--- src/rtl/otter_mem_arbiter.sv ---
`timescale 1ns/1ps
// otter_mem_arbiter
// Sequences the OTTER instruction-fetch refill path (I_*) and the MEM-stage
// load/store path (D_*) onto one REQ/ACK backing-memory port (M_*).
// Data accesses win ties. With OTTER_ARB_STARVE_GUARD_EN defined, a starvation
// counter forces a fetch grant after STARVE_LIMIT data grants made while fetch
// was waiting. Without it, D-over-I priority is strict.
// Ports:
//   CLK, RST                  clock, async active-high reset
//   I_REQ/I_ADDR              fetch request in; I_RDATA/I_VALID completion out
//   D_REQ/D_WE/D_ADDR/D_WDATA/D_SIZE  data request in; D_RDATA/D_VALID out
//   M_REQ/M_WE/M_ADDR/M_WDATA/M_SIZE  registered memory request out
//   M_ACK/M_RDATA             memory completion in
module otter_mem_arbiter #(
  parameter int unsigned STARVE_LIMIT = 4
) (
  input  logic        CLK,
  input  logic        RST,
  input  logic        I_REQ,
  input  logic [31:0] I_ADDR,
  output logic [31:0] I_RDATA,
  output logic        I_VALID,
  input  logic        D_REQ,
  input  logic        D_WE,
  input  logic [31:0] D_ADDR,
  input  logic [31:0] D_WDATA,
  input  logic [1:0]  D_SIZE,
  output logic [31:0] D_RDATA,
  output logic        D_VALID,
  output logic        M_REQ,
  output logic        M_WE,
  output logic [31:0] M_ADDR,
  output logic [31:0] M_WDATA,
  output logic [1:0]  M_SIZE,
  input  logic        M_ACK,
  input  logic [31:0] M_RDATA
);

  localparam int unsigned CNT_W = 4;

  if (STARVE_LIMIT == 0 || STARVE_LIMIT > 15) begin : g_limit_check
    $error("otter_mem_arbiter: STARVE_LIMIT must be in 1..15");
  end

  typedef enum logic [1:0] {IDLE, BUSY_I, BUSY_D, DONE} state_t;

  state_t      state_q, state_d;
  logic        m_req_q, m_req_d;
  logic        m_we_q, m_we_d;
  logic [31:0] m_addr_q, m_addr_d;
  logic [31:0] m_wdata_q, m_wdata_d;
  logic [1:0]  m_size_q, m_size_d;
  logic        i_valid_q, i_valid_d;
  logic        d_valid_q, d_valid_d;
  logic [31:0] i_rdata_q, i_rdata_d;
  logic [31:0] d_rdata_q, d_rdata_d;

  logic force_i_c;
  logic grant_i_c;
  logic grant_d_c;

`ifdef OTTER_ARB_STARVE_GUARD_EN
  localparam logic [CNT_W-1:0] STARVE_MAX = CNT_W'(STARVE_LIMIT);

  logic [CNT_W-1:0] starve_cnt_q, starve_cnt_d;

  assign force_i_c = (starve_cnt_q == STARVE_MAX);

  // Count data grants that overtook a waiting fetch; any fetch grant clears.
  always_comb begin
    starve_cnt_d = starve_cnt_q;
    if (state_q == IDLE) begin
      if (grant_i_c) begin
        starve_cnt_d = '0;
      end else if (grant_d_c && I_REQ && (starve_cnt_q != STARVE_MAX)) begin
        starve_cnt_d = starve_cnt_q + CNT_W'(1);
      end
    end
  end

  always_ff @(posedge CLK or posedge RST) begin
    if (RST) begin
      starve_cnt_q <= '0;
    end else begin
      starve_cnt_q <= starve_cnt_d;
    end
  end
`else
  assign force_i_c = 1'b0;
`endif

  // Grant decision; only consumed in IDLE.
  assign grant_i_c = I_REQ & (~D_REQ | force_i_c);
  assign grant_d_c = D_REQ & ~grant_i_c;

  // Next-state and registered-output logic.
  always_comb begin
    state_d   = state_q;
    m_req_d   = m_req_q;
    m_we_d    = m_we_q;
    m_addr_d  = m_addr_q;
    m_wdata_d = m_wdata_q;
    m_size_d  = m_size_q;
    i_valid_d = 1'b0;
    d_valid_d = 1'b0;
    i_rdata_d = i_rdata_q;
    d_rdata_d = d_rdata_q;
    case (state_q)
      IDLE: begin
        if (grant_d_c) begin
          state_d   = BUSY_D;
          m_req_d   = 1'b1;
          m_we_d    = D_WE;
          m_addr_d  = D_ADDR;
          m_wdata_d = D_WDATA;
          m_size_d  = D_SIZE;
        end else if (grant_i_c) begin
          state_d   = BUSY_I;
          m_req_d   = 1'b1;
          m_we_d    = 1'b0;
          m_addr_d  = I_ADDR;
          m_wdata_d = '0;
          m_size_d  = 2'd2;
        end
      end
      BUSY_I: begin
        if (M_ACK) begin
          state_d   = DONE;
          m_req_d   = 1'b0;
          i_valid_d = 1'b1;
          i_rdata_d = M_RDATA;
        end
      end
      BUSY_D: begin
        if (M_ACK) begin
          state_d   = DONE;
          m_req_d   = 1'b0;
          d_valid_d = 1'b1;
          // Stores leave the last load data in place.
          if (!m_we_q) begin
            d_rdata_d = M_RDATA;
          end
        end
      end
      DONE: begin
        // Requests are not sampled here, giving requesters time to retire REQ.
        state_d = IDLE;
      end
      default: begin
        state_d = IDLE;
      end
    endcase
  end

  always_ff @(posedge CLK or posedge RST) begin
    if (RST) begin
      state_q   <= IDLE;
      m_req_q   <= 1'b0;
      m_we_q    <= 1'b0;
      m_addr_q  <= '0;
      m_wdata_q <= '0;
      m_size_q  <= '0;
      i_valid_q <= 1'b0;
      d_valid_q <= 1'b0;
      i_rdata_q <= '0;
      d_rdata_q <= '0;
    end else begin
      state_q   <= state_d;
      m_req_q   <= m_req_d;
      m_we_q    <= m_we_d;
      m_addr_q  <= m_addr_d;
      m_wdata_q <= m_wdata_d;
      m_size_q  <= m_size_d;
      i_valid_q <= i_valid_d;
      d_valid_q <= d_valid_d;
      i_rdata_q <= i_rdata_d;
      d_rdata_q <= d_rdata_d;
    end
  end

  assign M_REQ   = m_req_q;
  assign M_WE    = m_we_q;
  assign M_ADDR  = m_addr_q;
  assign M_WDATA = m_wdata_q;
  assign M_SIZE  = m_size_q;
  assign I_VALID = i_valid_q;
  assign D_VALID = d_valid_q;
  assign I_RDATA = i_rdata_q;
  assign D_RDATA = d_rdata_q;

endmodule

--- config.mk ---
export PLATFORM = sky130hd
export DESIGN_NAME = otter_mem_arbiter
export DESIGN_NICKNAME = d
export VERILOG_FILES = /design/src/rtl/otter_mem_arbiter.sv
export SDC_FILE = /design/constraint.sdc
export NUM_CORES = 1
export LEC_CHECK = 0
export ABC_AREA = 1
export ABC_CLOCK_PERIOD_IN_PS = 6300
export BUFFER_PORTS_ARGS = -buffer_cell sky130_fd_sc_hd__buf_2
export CAP_MARGIN = 25
export CORE_ASPECT_RATIO = 1.2
export CORE_UTILIZATION = 50
export DETAILED_ROUTE_END_ITERATION = 10
export PLACE_DENSITY = 0.92
export SLEW_MARGIN = 10
export SYNTH_ARGS = -nofsm -noshare
export SYNTH_HDL_FRONTEND = slang
export SYNTH_SLANG_ARGS = --single-unit
--- constraint.sdc ---
create_clock -name CLK -period 6.3 [get_ports CLK]
set_input_delay 0.945 -clock CLK [delete_from_list [all_inputs] [get_ports CLK]]
set_output_delay 0.945 -clock CLK [all_outputs]
set_load 0.03 [all_outputs]
# Yosys cells after proc, flatten, opt, wreduce, memory -nomap -nowiden
# Index checks and enable logic that the tools add are counted.
# totals
output_inout_bits	134
register_bits	136
# classes
n_mux	19
n_reduce_logical	9
n_eq_ne	5
bitwise_logic	5
# op_table
cell	n
$mux W32	4
$mux W2	5
$mux W1	8
$pmux W2 S3	1
$reduce_and A2 Y1	3
$reduce_and A3 Y1	2
$eq A2 B2 Y1 const B	2
$reduce_bool A2 Y1	2
$ne A3 B3 Y1 const B	1
$not A1 Y1	3
$and A1 B1 Y1	2
$eq A2 B1 Y1 const B	1
$logic_not A2 Y1	1
$ne A2 B1 Y1 const B	1
$pmux W1 S2	1
$reduce_or A2 Y1	1

# Longest topological paths before layout
# Gate-level depths: netlist (run 1).
# logic_depth
ltp_word	6
ltp_mapped	8
depth_no_buf	7

# Worst setup path after synthesis (run 1)
# OpenSTA, ideal clock, no wires.
# synth_path
path_kind	in2reg
from	input I_REQ
to	register m_addr_q[10] (netlist: M_ADDR[10])
slack_ns	4.613
stages	5
arrival_time_ns	1.621
cell_sequence	nand2_1 -> buf_4 -> clkbuf_1 -> nand3_1 -> nand2_1
# synth_via
elab_chain_cells	5
# synth_rtl
element	line_no	rtl
start, declared	19	input logic I_REQ,
$and A1 B1 Y1 (*)	93	assign grant_i_c = I_REQ & (~D_REQ | force_i_c);
$not A1 Y1	94	assign grant_d_c = D_REQ & ~grant_i_c;
$and A1 B1 Y1	94	
$reduce_bool A2 Y1 (no line)	-	
$reduce_and A2 Y1 (no line)	-	
end signal, assigned	171	m_addr_q <= m_addr_d;
end, declared	50	logic [31:0] m_addr_q, m_addr_d;
# Mark *: on every way between the ends. The rest lies on a longest branch, timed or not.
# A chain may end at the register's enable or synchronous reset.

# Worst setup path in the final report (run 1)
# layout_path
from	input D_REQ
to	register m_addr_q[22] (netlist: M_ADDR[22])
# layout_via
elab_chain_cells	6
# layout_rtl
element	line_no	rtl
start, declared	23	input logic D_REQ,
$not A1 Y1	93	
$and A1 B1 Y1	93	
$not A1 Y1	94	
$and A1 B1 Y1	94	
$reduce_bool A2 Y1 (no line)	-	
$reduce_and A2 Y1 (no line)	-	
# Parallel ways exist; a longest one is shown, timed or not.

==> metrics, run 1 <==
clock tree root driver cell=clkbuf_16; clock network power share=21.6%; Detailed Place HPWL=10200 um; beginning of the critical path=D_REQ; wire length per cell=15.0 um; adder-cell share of the synthesized area=0.880%; register bit count reported by yosys=136; standard cell core area=11000 um2; initial antenna violation count=0; transition at the pin with the smallest max-transition slack=0.783 ns; Syn Area/Cell=9.35 um2; class of the most critical setup path=in -> reg; number of clock buffers inserted by TritonCTS=17; timing-limited maximum frequency=371 MHz; post-synthesis cell count=608; initial drt markers=257; reg-to-reg endpoint=M_ADDR[22]$_DFFE_PP0P_; Final #Nets=999; clock transition at the register clock pins on the worst setup and hold paths after CTS=0.06 ns; initial core utilization=51.5%; capturing instance or port of the critical path=M_ADDR[22]$_DFFE_PP0P_; layout cell share with drive strength beyond 1=39.8%; Die X=99.4 um; total congestion overflow after global routing=0; DR vias=5240; largest buffer count on any clock path=2; result of the run=completed; quantity of gates resized following cts=0; die span in y=119 um; fill count=904; synthesized-area fraction occupied by xor and xnor cells=0%; Ys Warns=0; first-pass GRT wire length=24400 um; post-synthesis compound-gate area fraction=10.2%; row cnt=42; kind of end point of the critical path=flip-flop; Setup Fix Bufs, Post-CTS=0; placed cell area=7030 um2; final hold violations=0; Synth Cell Area=5690 um2; hold slack=0.477 ns; final wirelength=15000 um; simple-gate area share of the yosys netlist=22.4%; antenna-violating nets left=0; total power=4.60 mW; P_int=2.48 mW; # diodes=0; count of final max-slew check failures=0; largest family of logic cells by synthesized area=simple AND/OR/NAND/NOR gates; P_leak=4.34 nW; Setup Total Neg Slack=0 ns; Area Overhead vs Synth=34.9%; arrival time at the worst endpoint=2.98 ns; total DRC errors in the routed layout=0; Cell Pwr Density=600 nW/um2; synthesized net count=748; hold buffer count at cts=0; number of cells on the worst reg-to-reg path=8; type of the tightest min-delay check=reg -> reg; net switching component of the power=2.12 mW; clock tree from TritonCTS=built; Clock Latency Late Sink=0.41 ns; via count of the first global-routing pass=5088; setup slack of the worst register-to-register path=3.66 ns; number of endpoints failing setup at the final stage=0; RSZ-0062 raised after global routing=no; IO buf count=269; number of levels the H-tree was split into=4; final RePlAce weighted congestion=0.890; maximum fanout encountered on the critical timing path=69; max_cap viols=0; multiplexer share of the synthesized area=0%; required time at the worst-slack endpoint=6.58 ns; fraction of power spent switching nets=46.1%; pre-CTS worst setup slack=3.21 ns; total routing usage reported by global routing=26.4%; sequential element share of the synthesized area=59.8%; routed vias/inst=5.22; register share of total power=32.8%; Peak VDD IR=0.000334 V; summed area of non-filler cells in the final layout=7670 um2; largest net degree at the start of global routing=92; final setup skew=0.0103 ns; # clock sinks=136; post-route setup slack=3.61 ns; portion of the clock cycle consumed by the worst path in the final layout=42.8%; Die ar.=11800 um2; normalized max-slew margin=47.8%; ports placed on the boundary=270; post-route minimum period=2.69 ns; fraction of power consumed by combinational cells=45.6%; router iterations before antenna repair=5; count of unique library cells instantiated by Yosys=15; reg-to-reg critical path startpoint=state_q[0]$_DFFE_PP0P_; launching element type of the critical path=input pin
[worst min-delay path by stage]
| stage | slack, ns | cells after the start | end | startpoint |
|---|---|---|---|---|
| 6_report | 0.48 | 2 | M_REQ$_DFFE_PP0P_ | M_REQ$_DFFE_PP0P_ |
| 5_1_grt | 0.50 | 2 | D_RDATA[19]$_DFFE_PP0P_ | D_RDATA[19]$_DFFE_PP0P_ |
| 4_1_cts | 0.48 | 2 | M_REQ$_DFFE_PP0P_ | M_REQ$_DFFE_PP0P_ |
| 3_5_place_dp | 0.47 | 2 | M_REQ$_DFFE_PP0P_ | M_REQ$_DFFE_PP0P_ |
| 3_3_place_gp | 0.45 | 2 | M_REQ$_DFFE_PP0P_ | M_REQ$_DFFE_PP0P_ |
| 2_1_floorplan | 0.49 | 2 | state_q[1]$_DFFE_PP0P_ | state_q[1]$_DFFE_PP0P_ |
[synth_stat cells (all sizes together)]
cell type  number  area, um2
nand2         145        552
dfrtp         136       3400
nand3         103        515
o21ai          66        330
inv            44        165
o211ai         32        240
or2            32        200
buf            22        133
clkbuf         22       82.6
ha              4       50.1
nand4           1       6.26
o22a            1       8.76
[kinds of logic (layout without fill, tap and decap cells)]
kind of cell,after synthesis,in the layout
adders and majority gates,4,4
buffers and inverters,88,352
and+or+nand+nor,281,281
AOI/OAI and AO/OA,99,99
DFF,136,136
[cell usage in the layout, fill, tap and decap left out, drive strengths merged]
cell        n
o21ai      66
inv        50
nand4       1
buf       276
o211ai     32
clkbuf     18
clkinvlp    4
or2        32
nand3     103
clkinv      2
ha          4
dfrtp     136
nand2     145
bufinv      2
o22a        1
[registers in the layout (all words and copies together), names as in the netlist]
name     cells
I_VALID      1
M_REQ        1
M_ADDR      32
D_RDATA     32
D_VALID      1
M_SIZE       2
state_q      2
M_WDATA     32
I_RDATA     32
M_WE         1
[stage by stage]
step           utilization, %  instances
2_1_floorplan               -        608
3_3_place_gp             63.7        970
3_5_place_dp             63.7        970
4_1_cts                  69.2       1002
5_1_grt                  69.5       1004
6_report                 69.5       1004
[critical path, cell delays in order]
cell and delay (ns):
buf_2 0.09, buf_4 0.29, nand2_2 0.11, buf_4 0.55
nand2_2 0.57, o211ai_1 0.29, nand2_1 0.07
[final cells by class]
type	count	area (um2)	share of cell area, %
Clock inverter	14	163	2.12
Clock buffer	18	439	5.72
Tap cell	132	165	2.15
Inverter	44	170	2.22
Timing Repair Buffer	276	1420	18.6
Multi-Input combinational cell	384	1910	24.9
Sequential cell	136	3400	44.4
[power groups by stage]
stage	sequential, mW	clock (mW)	combinational, mW
2_1_floorplan	2.30	0	0.686
3_3_place_gp	1.49	0	2.05
3_5_place_dp	1.51	0	2.10
4_1_cts	1.51	1.01	2.10
5_1_grt	1.55	1.05	2.28
6_report	1.51	0.995	2.10
[per-layer routing]
layer	vias up	global-route usage, %	share of wire, %
met5	-	0	0
met4	0	10.4	3.5
met3	44	6.10	5.8
met2	245	44.5	51
met1	2444	32.8	40
li1	2507	-	-
No activity file was read; power rests on OpenSTA's default activity.
==> run 2, diff against run 1 <==
--- a/config.mk
+++ b/config.mk
@@ -5,14 +5,14 @@
 export SDC_FILE = /design/constraint.sdc
 export NUM_CORES = 1
 export LEC_CHECK = 0
-export ABC_AREA = 1
-export ABC_CLOCK_PERIOD_IN_PS = 6300
+export ABC_AREA = 0
+export ABC_CLOCK_PERIOD_IN_PS = 2200
 export BUFFER_PORTS_ARGS = -buffer_cell sky130_fd_sc_hd__buf_2
 export CAP_MARGIN = 25
 export CORE_ASPECT_RATIO = 1.2
-export CORE_UTILIZATION = 50
+export CORE_UTILIZATION = 42
 export DETAILED_ROUTE_END_ITERATION = 10
-export PLACE_DENSITY = 0.92
+export PLACE_DENSITY = 0.84
 export SLEW_MARGIN = 10
 export SYNTH_ARGS = -nofsm -noshare
 export SYNTH_HDL_FRONTEND = slang
==> constraint.sdc (replaced) <==
create_clock -name CLK -period 2.2 [get_ports CLK]
set_input_delay 0.33 -clock CLK [delete_from_list [all_inputs] [get_ports CLK]]
set_output_delay 0.33 -clock CLK [all_outputs]
set_load 0.03 [all_outputs]
==> run 2 against run 1 <==
  * Clock-buffer cell count down 1
  * Combinational power rose to 2.9 times the previous value
  * Highest routed layer unchanged
  * Non-clock buffer count up 1
==> metrics, run 2 <==
Clock Latency Late Sink=0.41 ns; top cell types by occurrence after synthesis=dfrtp_1, a22o_1, mux2_2, nand2_1, o21ai_0; final non-filler cell total=834; setup slack of the worst register-to-register path=0.49 ns; transition at the pin with the smallest max-transition slack=0.693 ns; most common cell after layout, fill and taps aside=buf_2; number of endpoints failing setup at the final stage=0; router iterations before antenna repair=4; final setup skew=0.00979 ns; net switching component of the power=5.81 mW; top cells by area, synth=dfrtp_1, mux2_4, mux2_2; final cell utilization of the core=59.6%; count of final max-slew check failures=0; cell breakdown of the critical path=inv_1 -> ha_1 -> and2_2 -> nand2b_2 -> buf_12 -> mux2_2; cell accounting for the most synthesized area=dfrtp_1; synthesized net count=526; DR vias=4127; post-route minimum period=1.71 ns; Cell Pwr Density=1750 nW/um2; Max stage delay on crit path=0.40 ns; Area Overhead vs Synth=38.2%; most frequent cell after synthesis=dfrtp_1; grt met3 use=4.64%; result of the run=completed; Detailed Place HPWL=9780 um; number of clock buffers inserted by TritonCTS=17; final RePlAce weighted congestion=0.782; IO buf count=269; largest buffer count on any clock path=2; P_leak=4.09 nW; maximum fanout encountered on the critical timing path=32; global routing's busiest layer=met2; clock tree root driver cell=clkbuf_16; register share of total power=33.2%; fraction of power spent switching nets=43.7%; layout cell share with drive strength beyond 1=56.3%; sequential element share of the synthesized area=62.0%; antenna-violating nets left=0; Final #Nets=797; share of the synthesized area in the top cell type=62.0%; Setup Total Neg Slack=0 ns; RSZ-0062 raised after global routing=no; global routing usage on met2=35.0%; clock transition at the register clock pins on the worst setup and hold paths after CTS=0.06 ns; clock tree from TritonCTS=built; launching element type of the critical path=flip-flop; leading cell types in the layout, fill and taps excluded=buf_2, dfrtp_1, mux2_2, a22o_1; reg-to-reg endpoint=D_RDATA[27]$_DFFE_PP0P_; fill count=1038; quantity of gates resized following cts=0; portion of the clock cycle consumed by the worst path in the final layout=77.7%; # diodes=0; timing-limited maximum frequency=585 MHz; routed vias/inst=4.95; first-pass GRT wire length=21200 um; required time at the worst-slack endpoint=2.48 ns; max_cap viols=0; most common flop cell mapped by yosys=dfrtp_1; met1 usage in global routing=24.7%; number of cells on the worst reg-to-reg path=6; Worst path slowest cell=dfrtp_1; type of the tightest min-delay check=in -> async; share of flip-flops with an asynchronous set or reset after synthesis=100%; Syn Area/Cell=14.2 um2; Die X=106 um; count of unique library cells instantiated by Yosys=25; initial core utilization=43.2%; row cnt=45; total routing usage reported by global routing=20.4%; P_int=7.49 mW; arrival time at the worst endpoint=1.99 ns; # clock sinks=136; kind of end point of the critical path=flip-flop; Setup Fix Bufs, Post-CTS=0; Ys Warns=0; initial antenna violation count=0; reg-to-reg critical path startpoint=state_q[0]$_DFFE_PP0P_; ports placed on the boundary=270; Post-synth EDFFs=0; number of cells after detailed placement=802; largest net degree at the start of global routing=137; final hold violations=0; normalized max-slew margin=53.8%; hold buffer count at cts=0; class of the most critical setup path=reg -> reg; total congestion overflow after global routing=0; standard cell core area=12700 um2; wire length per cell=16.1 um; total DRC errors in the routed layout=0; fraction of power consumed by combinational cells=45.9%; Synth Cell Area=5490 um2; die span in y=127 um; Die ar.=13500 um2; number of levels the H-tree was split into=4; via count of the first global-routing pass=4104; Peak VDD IR=0.000871 V; final wirelength=13500 um; register bit count reported by yosys=136; initial drt markers=155; post-synthesis cell count=386; clock network power share=20.9%
-- run 2: cell count changes after synthesis, sizes merged, moves of 5 or more --
cell	before	now
a22o	0	34
buf	22	17
clkbuf	22	8
inv	44	6
mux2	0	64
mux2i	0	32
nand2	145	33
nand2b	0	5
nand3	103	0
o211ai	32	0
o21ai	66	34
or2	32	0
-- run 2: worst max path at each step --
stage	from	to	depth (start not counted)	slack [ns]
floorplan	RST	D_RDATA[0]$_DFFE_PP0P_	1	0.18
global placement	state_q[0]$_DFFE_PP0P_	D_RDATA[28]$_DFFE_PP0P_	6	0.57
detailed placement	state_q[0]$_DFFE_PP0P_	D_RDATA[27]$_DFFE_PP0P_	6	0.50
CTS	state_q[0]$_DFFE_PP0P_	D_RDATA[27]$_DFFE_PP0P_	6	0.49
global route	state_q[0]$_DFFE_PP0P_	M_ADDR[29]$_DFFE_PP0P_	5	0.36
finish	state_q[0]$_DFFE_PP0P_	D_RDATA[27]$_DFFE_PP0P_	6	0.49
-- run 2: critical path: cells and delay by family (launching register included) --
kind	cells	cell delay, ns
AND/OR/NAND/NOR	2	0.28
flip-flops	1	0.40
multiplexers	1	0.37
adder cells (fa/ha/maj)	1	0.19
buffers and inverters	2	0.34
-- run 2: cell type report --
class	count	area [um2]	share of cell area [%]
sequential	136	3400	44.8
multi-input combinational	219	1920	25.3
timing repair buffer	277	1440	19.0
clock buffer	17	425	5.61
tap	164	205	2.70
clock inverter	15	163	2.14
inverter	6	26.3	0.346
-- run 2: per-layer routing --
| layer | vias to the layer above | routed length (um) |
|---|---|---|
| met5 | - | 0 |
| met4 | 0 | 233 |
| met1 | 2007 | 5550 |
| li1 | 1907 | - |
| met2 | 197 | 6840 |
| met3 | 16 | 839 |
-- run 2: through the flow --
| stage | area [um2] | power, mW | setup slack (ns) | hold slack, ns |
|---|---|---|---|---|
| 2_1_floorplan | 5500 | 8.69 | 0.177 | 0.470 |
| 3_3_place_gp | 7000 | 10.3 | 0.572 | 0.458 |
| 3_5_place_dp | 7000 | 10.6 | 0.502 | 0.467 |
| 4_1_cts | 7590 | 13.4 | 0.489 | 0.125 |
| 5_1_grt | 7590 | 14.0 | 0.361 | 0.135 |
| 6_report | 7590 | 13.3 | 0.490 | 0.133 |
-- run 2: cells by family after synthesis --
family | Yosys count | synth area share [%]
adders and majority gates | 4 | 0.911
buffers and inverters | 31 | 3.23
muxes | 96 | 21.0
and+or+nand+nor | 46 | 3.71
AOI/OAI and AO/OA | 73 | 9.18
DFF | 136 | 62.0
-- run 2: power groups by stage --
stage | registers [mW] | clock network [mW] | logic (mW)
4_1_cts | 4.41 | 2.85 | 6.16
6_report | 4.42 | 2.78 | 6.10
2_1_floorplan | 6.65 | 0 | 2.04
5_1_grt | 4.54 | 2.95 | 6.50
3_5_place_dp | 4.42 | 0 | 6.15
3_3_place_gp | 4.34 | 0 | 5.96
